## src/rtl/reaction_pkg.sv

```systemverilog
// Shared types and constants for the multi-player reaction-speed game controller.
package reaction_pkg;

  typedef enum logic [2:0] {
    S_IDLE       = 3'd0,
    S_ARM        = 3'd1,
    S_WAIT_DELAY = 3'd2,
    S_LED_ON     = 3'd3,
    S_RESULT     = 3'd4,
    S_DONE       = 3'd5
  } state_t;

  localparam logic [15:0] LFSR_SEED = 16'hACE1;
  localparam logic [15:0] LFSR_TAPS = 16'hB400;

  // Wide enough for any TIME_W the controller is built with; callers cast back.
  function automatic logic [31:0] min_time(input logic [31:0] a, input logic [31:0] b);
    return (b < a) ? b : a;
  endfunction

endpackage

```

## src/rtl/reaction_game_ctrl_lfsr16.sv

```systemverilog
// 16-bit Galois LFSR, free-running from the seed; exposes its low OUT_W bits.
module lfsr16
  import reaction_pkg::*;
#(
  parameter int OUT_W = 10
) (
  input  logic             clk,
  input  logic             rst,
  input  logic             en,
  input  logic             load,
  output logic [OUT_W-1:0] rnd
);

  logic [15:0] lfsr_q;

  // Right-shifting Galois form: a nonzero seed never reaches the all-zero state.
  always_ff @(posedge clk or negedge rst) begin
    if (!rst) begin
      lfsr_q <= LFSR_SEED;
    end else if (load) begin
      lfsr_q <= LFSR_SEED;
    end else if (en) begin
      lfsr_q <= {1'b0, lfsr_q[15:1]} ^ (lfsr_q[0] ? LFSR_TAPS : 16'h0000);
    end
  end

  assign rnd = lfsr_q[OUT_W-1:0];

endmodule

```

## src/rtl/reaction_game_ctrl.sv

```systemverilog
// Multi-player, multi-round reaction game: random wait, LED, tick-timed reaction,
// false-start and timeout detection, per-round winner and best time per game.
module reaction_game_ctrl
  import reaction_pkg::*;
#(
  parameter int N_PLAYERS = 2,
  parameter int ROUNDS    = 3,
  parameter int TIME_W    = 10,
  parameter int TICK_DIV  = 50000,
  parameter int MIN_DELAY = 500,
  parameter int RAND_W    = 10,
  parameter int TIMEOUT   = 1000,
  localparam int PW = (N_PLAYERS > 1) ? $clog2(N_PLAYERS) : 1,
  localparam int RW = (ROUNDS > 1) ? $clog2(ROUNDS) : 1
) (
  input  logic                 clk,
  input  logic                 rst,
  input  logic                 start,
  input  logic [N_PLAYERS-1:0] btn,
  output logic                 delay_flag,
  output logic                 led_flag,
  output logic                 rxn_flag,
  output logic                 result_valid,
  output logic [PW-1:0]        winner,
  output logic [TIME_W-1:0]    rxn_time,
  output logic                 no_winner,
  output logic                 timeout,
  output logic [N_PLAYERS-1:0] false_start,
  output logic [RW-1:0]        round_idx,
  output logic [TIME_W-1:0]    best_time,
  output logic                 game_done,
  output state_t               state_dbg
);

  localparam int PS_W  = $clog2(TICK_DIV);
  localparam int DLY_W = $clog2(MIN_DELAY + (1 << RAND_W));

  state_t               state, state_nxt;
  logic [PS_W-1:0]      presc;
  logic                 tick;
  logic [DLY_W-1:0]     delay_cnt;
  logic [TIME_W-1:0]    rxn_cnt;
  logic [RAND_W-1:0]    rnd;
  logic [N_PLAYERS-1:0] fs_nxt;
  logic [N_PLAYERS-1:0] elig;
  logic [PW-1:0]        first_idx;
  logic                 all_dq;
  logic                 press;
  logic                 to_hit;
  logic                 last_round;

  lfsr16 #(.OUT_W(RAND_W)) u_lfsr (
    .clk  (clk),
    .rst  (rst),
    .en   (1'b1),
    .load (1'b0),
    .rnd  (rnd)
  );

  assign tick      = (presc == PS_W'(TICK_DIV - 1));
  assign state_dbg = state;

  // Round decisions and the lowest-index priority encoder over eligible presses.
  always_comb begin
    fs_nxt     = false_start | btn;
    all_dq     = &fs_nxt;
    elig       = btn & ~false_start;
    press      = |elig;
    to_hit     = (rxn_cnt == TIME_W'(TIMEOUT));
    last_round = (round_idx == RW'(ROUNDS - 1));
    first_idx  = '0;
    for (int i = N_PLAYERS - 1; i >= 0; i--) begin
      if (elig[i]) first_idx = PW'(i);
    end
  end

  always_comb begin
    state_nxt = state;
    case (state)
      S_IDLE:       if (start) state_nxt = S_ARM;
      S_ARM:        state_nxt = S_WAIT_DELAY;
      S_WAIT_DELAY: begin
        if (all_dq)                state_nxt = S_RESULT;
        else if (delay_cnt == '0)  state_nxt = S_LED_ON;
      end
      S_LED_ON:     if (press || to_hit) state_nxt = S_RESULT;
      S_RESULT:     state_nxt = last_round ? S_DONE : S_ARM;
      S_DONE:       if (start) state_nxt = S_ARM;
      default:      state_nxt = S_IDLE;
    endcase
  end

  always_ff @(posedge clk or negedge rst) begin
    if (!rst) state <= S_IDLE;
    else      state <= state_nxt;
  end

  // Flags are decoded from the next state so they change together with the state register.
  always_ff @(posedge clk or negedge rst) begin
    if (!rst) begin
      delay_flag <= 1'b0;
      led_flag   <= 1'b0;
      rxn_flag   <= 1'b0;
      game_done  <= 1'b0;
    end else begin
      delay_flag <= (state_nxt == S_ARM) || (state_nxt == S_WAIT_DELAY);
      led_flag   <= (state_nxt == S_LED_ON);
      rxn_flag   <= (state_nxt == S_RESULT) || (state_nxt == S_DONE);
      game_done  <= (state_nxt == S_DONE);
    end
  end

  always_ff @(posedge clk or negedge rst) begin
    if (!rst) begin
      presc        <= '0;
      delay_cnt    <= '0;
      rxn_cnt      <= '0;
      result_valid <= 1'b0;
      winner       <= '0;
      rxn_time     <= '0;
      no_winner    <= 1'b0;
      timeout      <= 1'b0;
      false_start  <= '0;
      round_idx    <= '0;
      best_time    <= '1;
    end else begin
      presc        <= tick ? '0 : presc + 1'b1;
      result_valid <= 1'b0;
      case (state)
        S_IDLE, S_DONE: begin
          if (start) begin
            round_idx <= '0;
            best_time <= '1;
            winner    <= '0;
            rxn_time  <= '0;
            no_winner <= 1'b0;
            timeout   <= 1'b0;
          end
        end
        S_ARM: begin
          delay_cnt   <= DLY_W'(MIN_DELAY) + DLY_W'(rnd);
          presc       <= '0;
          false_start <= '0;
          winner      <= '0;
          rxn_time    <= '0;
          no_winner   <= 1'b0;
          timeout     <= 1'b0;
        end
        S_WAIT_DELAY: begin
          false_start <= fs_nxt;
          if (all_dq) begin
            result_valid <= 1'b1;
            no_winner    <= 1'b1;
            timeout      <= 1'b0;
          end else if (delay_cnt == '0) begin
            rxn_cnt <= '0;
            presc   <= '0;
          end else if (tick) begin
            delay_cnt <= delay_cnt - 1'b1;
          end
        end
        S_LED_ON: begin
          // An eligible press takes priority over a timeout in the same cycle.
          if (press) begin
            result_valid <= 1'b1;
            winner       <= first_idx;
            rxn_time     <= rxn_cnt;
          end else if (to_hit) begin
            result_valid <= 1'b1;
            no_winner    <= 1'b1;
            timeout      <= 1'b1;
            rxn_time     <= TIME_W'(TIMEOUT);
          end else if (tick) begin
            rxn_cnt <= rxn_cnt + 1'b1;
          end
        end
        S_RESULT: begin
          if (!no_winner) best_time <= TIME_W'(min_time(32'(best_time), 32'(rxn_time)));
          if (!last_round) round_idx <= round_idx + 1'b1;
        end
        default: ;
      endcase
    end
  end

endmodule
```

## config.mk

```make
export PLATFORM = sky130hd
export DESIGN_NAME = reaction_game_ctrl
export DESIGN_NICKNAME = d
export VERILOG_FILES = /design/src/rtl/reaction_pkg.sv /design/src/rtl/reaction_game_ctrl_lfsr16.sv /design/src/rtl/reaction_game_ctrl.sv
export SDC_FILE = /design/constraint.sdc
export NUM_CORES = 1
export LEC_CHECK = 0
export ABC_AREA = 0
export CELL_PAD_IN_SITES_DETAIL_PLACEMENT = 0
export CELL_PAD_IN_SITES_GLOBAL_PLACEMENT = 1
export CORE_ASPECT_RATIO = 1.5
export CORE_UTILIZATION = 40
export CTS_CLUSTER_DIAMETER = 100
export DETAILED_ROUTE_END_ITERATION = 6
export GPL_TIMING_DRIVEN = 0
export PLACE_DENSITY_LB_ADDON = 0.1
export SLEW_MARGIN = 25
export SYNTH_ARGS = -nofsm -noshare
export SYNTH_HDL_FRONTEND = slang
export SYNTH_HIERARCHICAL = 1
export SYNTH_SLANG_ARGS = --single-unit
```

## constraint.sdc

```tcl
create_clock -name clk -period 2.35 [get_ports clk]
set_input_delay 0.235 -clock clk [delete_from_list [all_inputs] [get_ports clk]]
set_output_delay 0.235 -clock clk [all_outputs]
set_load 0.05 [all_outputs]
```

Word-level counts from Yosys, hierarchy flattened
Cells that the tools add are included.
{"block": "word_totals", "ff_bits": 88, "in_bits": 5, "out_inout_bits": 35, "elab_cells": 123}
{"block": "classes", "n_addsub": 5, "n_lt_le_gt_ge": 1, "eq_ne": 28, "mux": 48, "n_bitwise": 4, "n_reduce_logical": 20}
{"op": "2-to-1 mux 10 bit", "n": 11}
{"op": "2-to-1 mux 16 bit", "n": 4}
{"op": "one-hot mux 10 bit (2 select lines)", "n": 2}
{"op": "2-to-1 mux 11 bit", "n": 3}
{"op": "one-hot mux 16 bit (2 select lines)", "n": 1}
{"op": "one-hot mux 10 bit (3 select lines)", "n": 1}
{"op": "!= test 2 bit (second input constant)", "n": 13}
{"op": "one-hot mux 11 bit (2 select lines)", "n": 1}
{"op": "adder 16 x 1 -> 16 bit (second input constant)", "n": 1}
{"op": "== test 16 bit (second input constant)", "n": 1}
{"op": "bitwise XOR 15 x 16 -> 16 bit", "n": 1}
{"op": "2-to-1 mux 3 bit", "n": 5}
{"op": "one-hot mux 3 bit (5 select lines)", "n": 1}
{"op": "== test 3 x 2 -> 1 bit (second input constant)", "n": 4}
{"op": "== test 3 bit (second input constant)", "n": 4}
{"op": "adder 9 x 10 -> 11 bit (first input constant)", "n": 1}
{"op": "zero test 11 bit", "n": 1}
{"op": "2-to-1 mux 1 bit", "n": 11}
{"op": "subtractor 11 x 1 -> 11 bit (second input constant)", "n": 1}
{"op": "adder 10 x 1 -> 10 bit (second input constant)", "n": 1}
{"op": "== test 10 bit (second input constant)", "n": 1}
{"op": "< comparator 10 bit", "n": 1}
{"op": "AND reduction 3 bit", "n": 3}
{"op": "one-hot mux 1 bit (4 select lines)", "n": 2}
{"op": "other kinds (22)", "n": 31}

Longest topological paths before layout
Gate-level depths: netlist of the first run.
{"block": "depth", "ltp_word": 8, "ltp_mapped": 9, "depth_no_buf": 7}

By module
Netlist of the first run, hierarchy kept.
{"module": "reaction_game_ctrl", "instances": 1, "cells_per_inst": 444, "area_each_um2": 4093.9, "seq_area_each_um2": 1814.2}
{"module": "lfsr16", "instances": 1, "cells_per_inst": 66, "area_each_um2": 802.0, "seq_area_each_um2": 410.4}

Worst setup path after synthesis of the first run
OpenSTA, ideal clock, no wires.
{"block": "synth_timing", "path_type": "flip-flop to flip-flop", "startpoint": "register best_time[4]", "endpoint": "register best_time[0]", "setup_ns": 0.084, "arrival_time_ns": 2.361, "required_time_ns": 2.266, "path_slack_ns": -0.095, "stages_incl_launch_ff": 8, "cell_sequence": "dfstp_2 inv_1 ha_1 a21oi_1 nor2b_1 a2111oi_1 o21bai_4 a221o_1"}
{"block": "synth_between", "elab_chain_cells": 3}
{"item": "start: declaration", "line_no": "reaction_game_ctrl.sv:30", "rtl": "output logic [TIME_W-1:0] best_time,"}
{"item": "start signal: assignment", "line_no": "reaction_game_ctrl.sv:178", "rtl": "if (!no_winner) best_time <= TIME_W'(min_time(32'(best_time), 32'(rxn_time)));"}
{"item": "< comparator 10 bit", "line_no": "reaction_pkg.sv:18", "rtl": "return (b < a) ? b : a;"}
{"item": "!= test 2 bit (no source line)"}
{"item": "AND reduction 4 bit (no source line)"}
Every way passes these cells.
A chain may end at the register's enable or synchronous reset.

Worst setup path in the final report of the first run
{"block": "layout_timing", "startpoint": "register best_time[7]", "endpoint": "register best_time[0]"}
Same word-level chain as after synthesis.

==> flow_metrics.py, run 1 <==
metrics = {
    "outcome": {
        "outcome": "finished clean",
    },
    "sta": {
        "max_slew_margin_pct": 54.30,
        "clock_skew_ns": 0.01136,
        "setup_ws_ns": 0.07371,
        "min_period_ns": 2.276,
        "finalHoldViolCount": 0,
        "rsz0062_at_grt": "true",
        "slew_viol_final": 0,
        "worst_pin_slew_ns": 0.6826,
        "min_period_over_period_pct": 96.86,
        "hold_slack_ns": 0.2995,
        "max_freq_mhz": 439.3,
        "setup_viol": 0,
    },
    "placed_design": {
        "gp_congestion": 0.7637,
        "dp_slack_ns": -0.2386,
        "portBuffers": 39,
        "dp.final_hpwl_um": 8853,
    },
    "critical_path": {
        "slowest_delay_ns": 0.54,
        "required_ns": 2.61,
        "critPathLaunchType": "flip-flop",
        "ff2ff_path_depth": 7,
        "rr_startpoint": "best_time[7]",
        "crit_chain": "inv_1 > ha_1 > a21o_1 > a21o_1 > a2111o_1 > o21bai_4 > a221o_1",
        "path_class": "reg -> reg",
        "endpoint_kind": "flip-flop",
        "crit_slowest_cell": "dfstp_2",
        "crit_top_cell": "a21o_1",
        "crit_arrival_ns": 2.54,
        "r2r-end": "best_time[0]",
        "r2r_slack_ns": 0.07,
        "cp_max_fo": 10,
    },
    "layout": {
        "layout-drive-gt1-share_pct": 16.06,
        "area_growth_pct": 21.62,
        "seq_area_um2": 2225,
        "fin_nets": 588,
        "layout_commonest_cell": "dfrtp_1",
        "final_cell_mix": "70 x dfrtp_1, 62 x nor2_1, 38 x clkdlybuf4s50_1, 34 x o21ai_0, 29 x a21oi_1",
        "num-fill-cells": 1172,
        "diodes": 0,
        "multi_input_area_um2": 2475,
    },
    "routing": {
        "ant_nets": 0,
        "drt-pass1-iter-count": 4,
        "via_per_inst": 5.413,
        "dr.first_iter.drc_count": 142,
        "remaining_drc_errors": 0,
        "wire_per_inst_um": 16.46,
        "vias": 3930,
        "postRouteWirelength_um": 11950,
    },
    "clock_tree": {
        "numCtsBuffers": 9,
        "clk_pin_slew_ns": 0.07,
        "clk_latency_ns": 0.34,
        "root_buffer": "clkbuf_16",
        "htreeDepth": 3,
        "clock_path_buffers": 2,
        "cts_tree": "yes",
        "cts_sinks": 88,
    },
    "die": {
        "rows": 49,
        "die_h_um": 137.5,
        "die_area_um2": 12700,
        "io_pins": 40,
        "core_area_um2": 11960,
        "initial_core_util_pct": 40.95,
        "die_x_um": 92.33,
    },
    "global_routing": {
        "grt_max_degree": 69,
        "grt_usage_pct": 20.06,
        "grt_pass1_vias": 3882,
        "grt_pass1_wl_um": 19780,
        "antenna_found_initial": 0,
        "overflow": 0,
    },
    "power_and_ir_drop": {
        "p_comb_share_pct": 43.9,
        "p_seq_share_pct": 32.8,
        "p_sw_share_pct": 41.95,
        "cellPowerDensity_nw_per_um2": 1193,
        "power_switching_uw": 2981,
        "irDropWorstVdd_uv": 740.1,
        "p_leak_uw": 0.002709,
        "clkPwrFrac_pct": 23.3,
        "p_int_uw": 4125,
    },
    "synth": {
        "synth_warnings": 6,
        "async_flop_share_pct": 100.0,
        "synth_edf_count": 0,
        "ys.flop_type": "dfrtp_1",
        "yosysSeqAreaShare_pct": 45.44,
        "synth.distinct_cells": 73,
        "syn-cell-area_um2": 4896,
        "syn_inst": 510,
        "syn_area_per_cell_um2": 9.600,
        "ys_ff_latch": 88,
    },
    "job": {
        "drv_cap": 0,
    },
    "hold_path": {
        "hp-class": "in -> async",
    },
}
==> cell families (layout without fill, tap and decap cells) <==
family	count (synthesis)	in the layout	share of synthesized area, %
AND/OR/NAND/NOR	185	185	19.93
AO/OA/AOI/OAI	133	133	18.91
XOR/XNOR	22	22	3.936
adder cells (fa/ha/maj)	15	15	3.833
flip-flops	88	88	45.44
other	2	7	0.1534
multiplexers	10	10	2.096
buffers and inverters	55	113	5.699
==> synth_stat cells, drive strengths merged (12+ instances only) <==
library cell  count  area [um^2]
a21oi            29        145.1
buf              18        138.9
o21ai            36        180.2
inv              25        93.84
dfrtp            70         1752
dfstp            18        473.0
nand2            28        105.1
clkbuf           12        46.29
nor2             63        239.0
ha               15        187.7
nand3            17        85.08
xnor2            12        105.1
==> worst max path at each step <==
stage                            start      endpoint  slack (ns)  depth (start not counted)
after detailed placement  delay_cnt[0]     presc[15]       -0.24                          9
after CTS                 delay_cnt[0]  delay_cnt[7]       0.006                          8
final                     best_time[7]  best_time[0]        0.07                          7
after global routing      delay_cnt[1]  delay_cnt[7]       -0.02                          9
after floorplan           best_time[7]  best_time[0]        0.02                          7
after global placement             rst      presc[9]       -2.34                          1
==> metal layers <==
metal | GRT usage [%] | up-vias | part of all wire [%]
li1 | - | 1935 | -
met1 | 23.55 | 1924 | 42
met2 | 36.75 | 57 | 54
met3 | 3.035 | 14 | 2.2
met4 | 7.205 | 0 | 1.7
met5 | 0 | - | 0
==> cell type report <==
| class | instances | area share, % |
|---|---|---|
| well taps | 153 | 3.215 |
| flip-flops and latches | 88 | 37.36 |
| repair buffers | 43 | 7.460 |
| multi-input cells | 372 | 41.56 |
| plain buffers | 29 | 3.131 |
| clock inverters | 5 | 1.786 |
| clock buffers | 11 | 3.908 |
| inverters | 25 | 1.576 |
==> through the flow <==
| step | area, um^2 | power (uW) | instances | TNS, ns | utilization, % |
|---|---|---|---|---|---|
| 6_report | 5954 | 7106 | 726 | 0 | 49.81 |
| 2_1_floorplan | 4920 | 4435 | 515 | 0 | - |
| 3_5_place_dp | 5535 | 5411 | 708 | -4.063 | 46.30 |
| 4_1_cts | 5909 | 7132 | 725 | 0 | 49.43 |
| 3_3_place_gp | 5502 | 5364 | 707 | -188.71 | 46.02 |
| 5_1_grt | 5954 | 7549 | 726 | -0.02611 | 49.81 |
==> power groups by stage <==
stage | Sequential (uW) | Combinational [uW] | Clock, uW
CTS | 2330 | 3110 | 1690
global route | 2390 | 3390 | 1760
floorplan | 2990 | 1450 | 0
detailed placement | 2350 | 3060 | 0
global placement | 2340 | 3020 | 0
finish | 2330 | 3120 | 1650
==> critical path: cells and delay by family (launching register included) <==
family | cells | cell delay, ns
buffers and inverters | 1 | 0.05
flip-flops | 1 | 0.54
AO/OA/AOI/OAI | 5 | 1.32
adder cells (fa/ha/maj) | 1 | 0.28
==> sequential cells by signal, indices dropped and copies added, names as in the netlist <==
name	flops
best_time	10
delay_cnt	11
delay_flag	1
false_start	2
game_done	1
led_flag	1
no_winner	1
presc	16
result_valid	1
round_idx	2
rxn_cnt	10
rxn_flag	1
rxn_time	10
state_dbg	3
timeout	1
u_lfsr/lfsr_q	16
winner	1
==> timing repair <==
| action | CTS | global route |
|---|---|---|
| gates cloned | 0 | 0 |
| endpoints found under the hold margin | 20 | 0 |
| buffers inserted | 0 | 2 |
| pin swaps | 0 | 1 |
| setup endpoints to repair | 29 | 42 |
| hold buffers | 1 | 0 |
| resized for setup | 5 | 14 |
(Power assumes the default switching activity.)
==> run 2, diff against run 1 <==
--- a/config.mk
+++ b/config.mk
@@ -8,11 +8,12 @@
 export ABC_AREA = 0
 export CELL_PAD_IN_SITES_DETAIL_PLACEMENT = 0
 export CELL_PAD_IN_SITES_GLOBAL_PLACEMENT = 1
-export CORE_ASPECT_RATIO = 1.5
+export CORE_MARGIN = 2
 export CORE_UTILIZATION = 40
 export CTS_CLUSTER_DIAMETER = 100
 export DETAILED_ROUTE_END_ITERATION = 6
 export GPL_TIMING_DRIVEN = 0
+export HOLD_SLACK_MARGIN = 0.03
 export PLACE_DENSITY_LB_ADDON = 0.1
 export SLEW_MARGIN = 25
 export SYNTH_ARGS = -nofsm -noshare
==> flow_metrics.py, run 2 (synthesis results as in run 1) <==
metrics = {
    "critical_path": {
        "path_class": "reg -> reg",
        "required_ns": 2.62,
        "cp_max_fo": 5,
        "ff2ff_path_depth": 7,
        "crit_arrival_ns": 2.51,
        "critPathLaunchType": "flip-flop",
        "endpoint_kind": "flip-flop",
        "r2r_slack_ns": 0.11,
        "r2r-end": "best_time[4]",
        "rr_startpoint": "best_time[7]",
    },
    "sta": {
        "min_period_ns": 2.240,
        "finalHoldViolCount": 0,
        "min_period_over_period_pct": 95.31,
        "max_freq_mhz": 446.5,
        "fin_setup_tns_ns": 0,
        "worst_pin_slew_ns": 0.6746,
        "clock_skew_ns": 0.006923,
        "rsz0062_at_grt": "true",
        "slew_viol_final": 0,
        "setup_viol": 0,
        "hold_slack_ns": 0.2921,
        "max_slew_margin_pct": 54.83,
    },
    "job": {
        "drv_cap": 0,
    },
    "placed_design": {
        "dp.final_hpwl_um": 8427,
        "gp_congestion": 0.8024,
        "portBuffers": 39,
    },
    "layout": {
        "layout_commonest_cell": "dfrtp_1",
        "diodes": 0,
        "area_growth_pct": 22.59,
        "postLayoutCoreUtil_pct": 50.18,
        "top_regs": "presc (16), u_lfsr/lfsr_q (16), delay_cnt (11)",
        "layout-drive-gt1-share_pct": 17.36,
        "fin_nets": 591,
        "final_cell_mix": "70 x dfrtp_1, 62 x nor2_1, 38 x clkdlybuf4s50_1, 33 x o21ai_0, 29 x a21oi_1",
        "num-fill-cells": 1126,
    },
    "power_and_ir_drop": {
        "p_leak_uw": 0.002698,
        "irDropWorstVdd_uv": 443.3,
        "finalPower_uw": 7041,
        "cellPowerDensity_nw_per_um2": 1173,
    },
    "routing": {
        "drt-pass1-iter-count": 4,
        "dr.max_layer_used": "met4",
        "via_per_inst": 5.426,
        "wl_met2_um": 5861,
        "dr.first_iter.drc_count": 197,
        "wire_per_inst_um": 16.47,
        "ant_nets": 0,
        "remaining_drc_errors": 0,
        "met1_length_um": 5565,
        "postRouteWirelength_um": 11910,
        "vias": 3923,
        "wl_met3_um": 264,
    },
    "clock_tree": {
        "cts_sinks": 88,
        "numCtsBuffers": 9,
        "clk_latency_ns": 0.35,
        "htreeDepth": 3,
        "clk_pin_slew_ns": 0.06,
        "clock_path_buffers": 2,
        "root_buffer": "clkbuf_16",
        "cts_tree": "yes",
    },
    "die": {
        "die_h_um": 114.6,
        "rows": 40,
        "core_area_um2": 11960,
        "initial_core_util_pct": 40.93,
        "io_pins": 40,
        "die_area_um2": 13140,
        "die_x_um": 114.6,
    },
    "global_routing": {
        "grt_usage_pct": 19.58,
        "grt_max_degree": 71,
        "grt_pass1_vias": 3998,
        "overflow": 0,
        "grt_pass1_wl_um": 20230,
        "antenna_found_initial": 0,
    },
    "hold_path": {
        "hp-class": "in -> async",
    },
    "outcome": {
        "outcome": "finished clean",
    },
}
## run 2: changes by cell type in the layout (fill, tap and decap cells not counted), sizes merged
cell / change
bufinv: -1
clkbuf: +2
clkinv: +1
clkinvlp: +1
inv: -1
o21bai: +1
## run 2: area by class of cell
| class | count | area, um^2 | area share, % |
|---|---|---|---|
| Tap cell | 147 | 183.9 | 3.064 |
| Multi-Input combinational cell | 373 | 2532 | 42.19 |
| Inverter | 25 | 93.84 | 1.563 |
| Buffer | 30 | 192.7 | 3.210 |
| Clock buffer | 11 | 242.7 | 4.044 |
| Clock inverter | 5 | 80.08 | 1.334 |
| Timing Repair Buffer | 44 | 451.7 | 7.526 |
| Sequential cell | 88 | 2225 | 37.06 |
## run 2: worst max-delay path by stage
stage,slack (ns),end,from,depth (start not counted)
4_1_cts,0.04,rxn_time[7],state_dbg[0],6
3_3_place_gp,-2.36,presc[9],rst,1
2_1_floorplan,0.02,best_time[0],best_time[7],7
5_1_grt,0.00008,rxn_cnt[7],delay_cnt[0],8
6_report,0.11,best_time[4],best_time[7],7
3_5_place_dp,-0.22,presc[11],delay_cnt[0],9
## run 2: critical path, stage by stage (launching register included)
cell and delay [ns]:
dfstp_2 0.54, inv_1 0.04, ha_1 0.27, a21o_1 0.18, a21o_1 0.17, a2111o_1 0.40
o21bai_4 0.22, a221o_1 0.34
## run 2: timing repair
item,in CTS,in global routing
gates cloned,0,1
gates resized for setup,5,25
pin swaps,0,2
setup buffers,0,3
hold buffers,1,0
endpoints found under the hold margin,18,0
setup endpoints to repair,22,49
## run 2: where the power goes
part	internal [uW]	leakage [uW]	switching (uW)	total, uW
Clock	959	0.000152	608	1570
Combinational	1150	0.00143	2000	3150
Sequential	1950	0.00111	379	2330
## run 2: routing by layer
layer / GRT usage, % / vias to the layer above
li1: - / 1945
met1: 25.59 / 1924
met2: 32.90 / 39
met3: 2.753 / 15
met4: 7.480 / 0
met5: 0 / -
## run 2: stage by stage
| stage | cell area, um^2 | setup slack, ns | std cells |
|---|---|---|---|
| finish | 6002 | 0.1102 | 723 |
| global route | 6002 | 0.00007749 | 723 |
| CTS | 5891 | 0.04385 | 719 |
| detailed placement | 5528 | -0.2238 | 702 |
| global placement | 5494 | -2.362 | 701 |
| floorplan | 4920 | 0.01502 | 515 |
==> run 3, diff against run 2 <==
--- a/config.mk
+++ b/config.mk
@@ -15,6 +15,7 @@
 export GPL_TIMING_DRIVEN = 0
 export HOLD_SLACK_MARGIN = 0.03
 export PLACE_DENSITY_LB_ADDON = 0.1
+export SKIP_LAST_GASP = 1
 export SLEW_MARGIN = 25
 export SYNTH_ARGS = -nofsm -noshare
 export SYNTH_HDL_FRONTEND = slang
==> flow_metrics.py, run 3 (synthesis results as in run 1) <==
metrics = {
    "die": {
        "initial_core_util_pct": 40.93,
        "die_x_um": 114.6,
        "die_area_um2": 13140,
        "rows": 40,
        "core_area_um2": 11960,
        "die_h_um": 114.6,
        "io_pins": 40,
    },
    "clock_tree": {
        "clock_path_buffers": 2,
        "cts_sinks": 88,
        "htreeDepth": 3,
        "clk_pin_slew_ns": 0.06,
        "cts_tree": "yes",
        "root_buffer": "clkbuf_16",
        "numCtsBuffers": 9,
        "clk_latency_ns": 0.35,
    },
    "critical_path": {
        "path_class": "reg -> reg",
        "crit_slowest_cell": "dfstp_2",
        "required_ns": 2.64,
        "endpoint_kind": "flip-flop",
        "crit_chain": "inv_1 > ha_1 > a21o_1 > a2111oi_4 > or2_2 > clkbuf_2 > a221o_1",
        "crit_start": "best_time[1]",
        "crit_arrival_ns": 2.54,
        "slowest_delay_ns": 0.55,
        "ff2ff_path_depth": 7,
        "critPathLaunchType": "flip-flop",
        "rr_startpoint": "best_time[1]",
        "cp_max_fo": 10,
    },
    "power_and_ir_drop": {
        "irDropWorstVdd_uv": 445.3,
        "p_leak_uw": 0.002705,
        "cellPowerDensity_nw_per_um2": 1175,
    },
    "placed_design": {
        "dp.final_hpwl_um": 8427,
        "gp_congestion": 0.8024,
        "placed_cell_area_um2": 5528,
        "portBuffers": 39,
    },
    "sta": {
        "setup_viol": 0,
        "hold_slack_ns": 0.2920,
        "max_slew_margin_pct": 54.83,
        "max_freq_mhz": 443.2,
        "slew_viol_final": 0,
        "worst_pin_slew_ns": 0.6746,
        "min_period_ns": 2.256,
        "min_period_over_period_pct": 96.02,
        "finalHoldViolCount": 0,
        "rsz0062_at_grt": "true",
        "clock_skew_ns": 0.006655,
    },
    "job": {
        "drv_cap": 0,
    },
    "layout": {
        "layout_commonest_cell": "dfrtp_1",
        "fin_area_um2": 5979,
        "top_regs": "presc (16), u_lfsr/lfsr_q (16), delay_cnt (11)",
        "diodes": 0,
        "area_growth_pct": 22.13,
        "final_cell_mix": "70 x dfrtp_1, 62 x nor2_1, 38 x clkdlybuf4s50_1, 33 x o21ai_0, 29 x a21oi_1",
        "fin_nets": 591,
        "layout-drive-gt1-share_pct": 17.01,
        "postLayoutCoreUtil_pct": 49.99,
    },
    "routing": {
        "dr.first_iter.drc_count": 175,
        "wire_per_inst_um": 16.48,
        "vias": 3933,
        "postRouteWirelength_um": 11920,
        "via_per_inst": 5.440,
        "remaining_drc_errors": 0,
        "ant_nets": 0,
        "drt-pass1-iter-count": 4,
    },
    "outcome": {
        "outcome": "finished clean",
    },
    "global_routing": {
        "grt_usage_pct": 19.58,
        "antenna_found_initial": 0,
        "grt_pass1_vias": 3998,
        "grt_pass1_wl_um": 20230,
        "overflow": 0,
        "grt_max_degree": 71,
    },
    "hold_path": {
        "hp-class": "in -> async",
    },
}
==> run 3: changes by cell type in the layout (fill, tap and decap cells not counted) <==
cell	change
a32oi_2	+1
a32oi_4	-1
buf_2	-1
clkbuf_1	+1
nor3_2	+1
nor3_4	-1
or4_1	+1
or4_4	-1
==> run 3: worst max-delay path, delay by kind of cell, from the launching register on <==
kind	cells	cell delay [ns]
and+or+nand+nor	1	0.19
buffers and inverters	2	0.28
AOI/OAI and AO/OA	3	0.90
DFF	1	0.55
adders and majority gates	1	0.27
==> run 3: power by group <==
group / internal, uW / switching (uW) / total [uW]
combinational: 1150 / 1990 / 3140
clock: 959 / 607 / 1570
sequential: 1950 / 375 / 2320
total: 4060 / 2970 / 7030
==> run 3: path summary, 6_finish.rpt <==
| check | endpoint | slack (ns) |
|---|---|---|
| setup / recovery | best_time[8] | 0.09 |
| hold / removal | rxn_cnt[2] | 0.29 |
| setup reg to reg | best_time[8] | 0.09 |
| hold reg to reg | presc[0] | 0.50 |
| max in group asynchronous | best_time[6] | 1.42 |
| min in group clk | presc[0] | 0.50 |
==> run 3: per-stage QoR <==
| stage | cells | total power (uW) | worst slack, ns | TNS [ns] |
|---|---|---|---|---|
| after floorplan | 515 | 4435 | 0.01502 | 0 |
| after global placement | 701 | 5344 | -2.362 | -189.89 |
| after detailed placement | 702 | 5397 | -0.2238 | -3.275 |
| after CTS | 719 | 7033 | 0.04385 | 0 |
| after global routing | 723 | 7507 | -0.04440 | -0.1853 |
| final | 723 | 7028 | 0.09363 | 0 |
==> run 3: final cells by class <==
| cell class | instances | area (um^2) |
|---|---|---|
| inverter | 25 | 93.84 |
| timing repair buffer | 44 | 451.7 |
| buffer | 30 | 191.4 |
| fill | 1129 | 5982 |
| tap | 147 | 183.9 |
| sequential | 88 | 2225 |
| clock buffer | 11 | 242.7 |
| clock inverter | 5 | 80.08 |
| multi-input combinational | 373 | 2511 |
==> run 3: what timing repair did <==
| action | CTS | global route |
|---|---|---|
| resized for setup | 5 | 19 |
| hold buffers | 1 | 0 |
| gates cloned | 0 | 1 |
| endpoints found under the hold margin | 18 | 0 |
| pin swaps | 0 | 2 |
| setup endpoints to repair | 22 | 49 |
| buffers inserted | 0 | 3 |
==> run 3: layer usage <==
metal	share of wire (%)	GRT usage (%)
met4	1.8	7.480
met2	49	32.90
met1	47	25.59
met5	0	0
met3	2.4	2.753
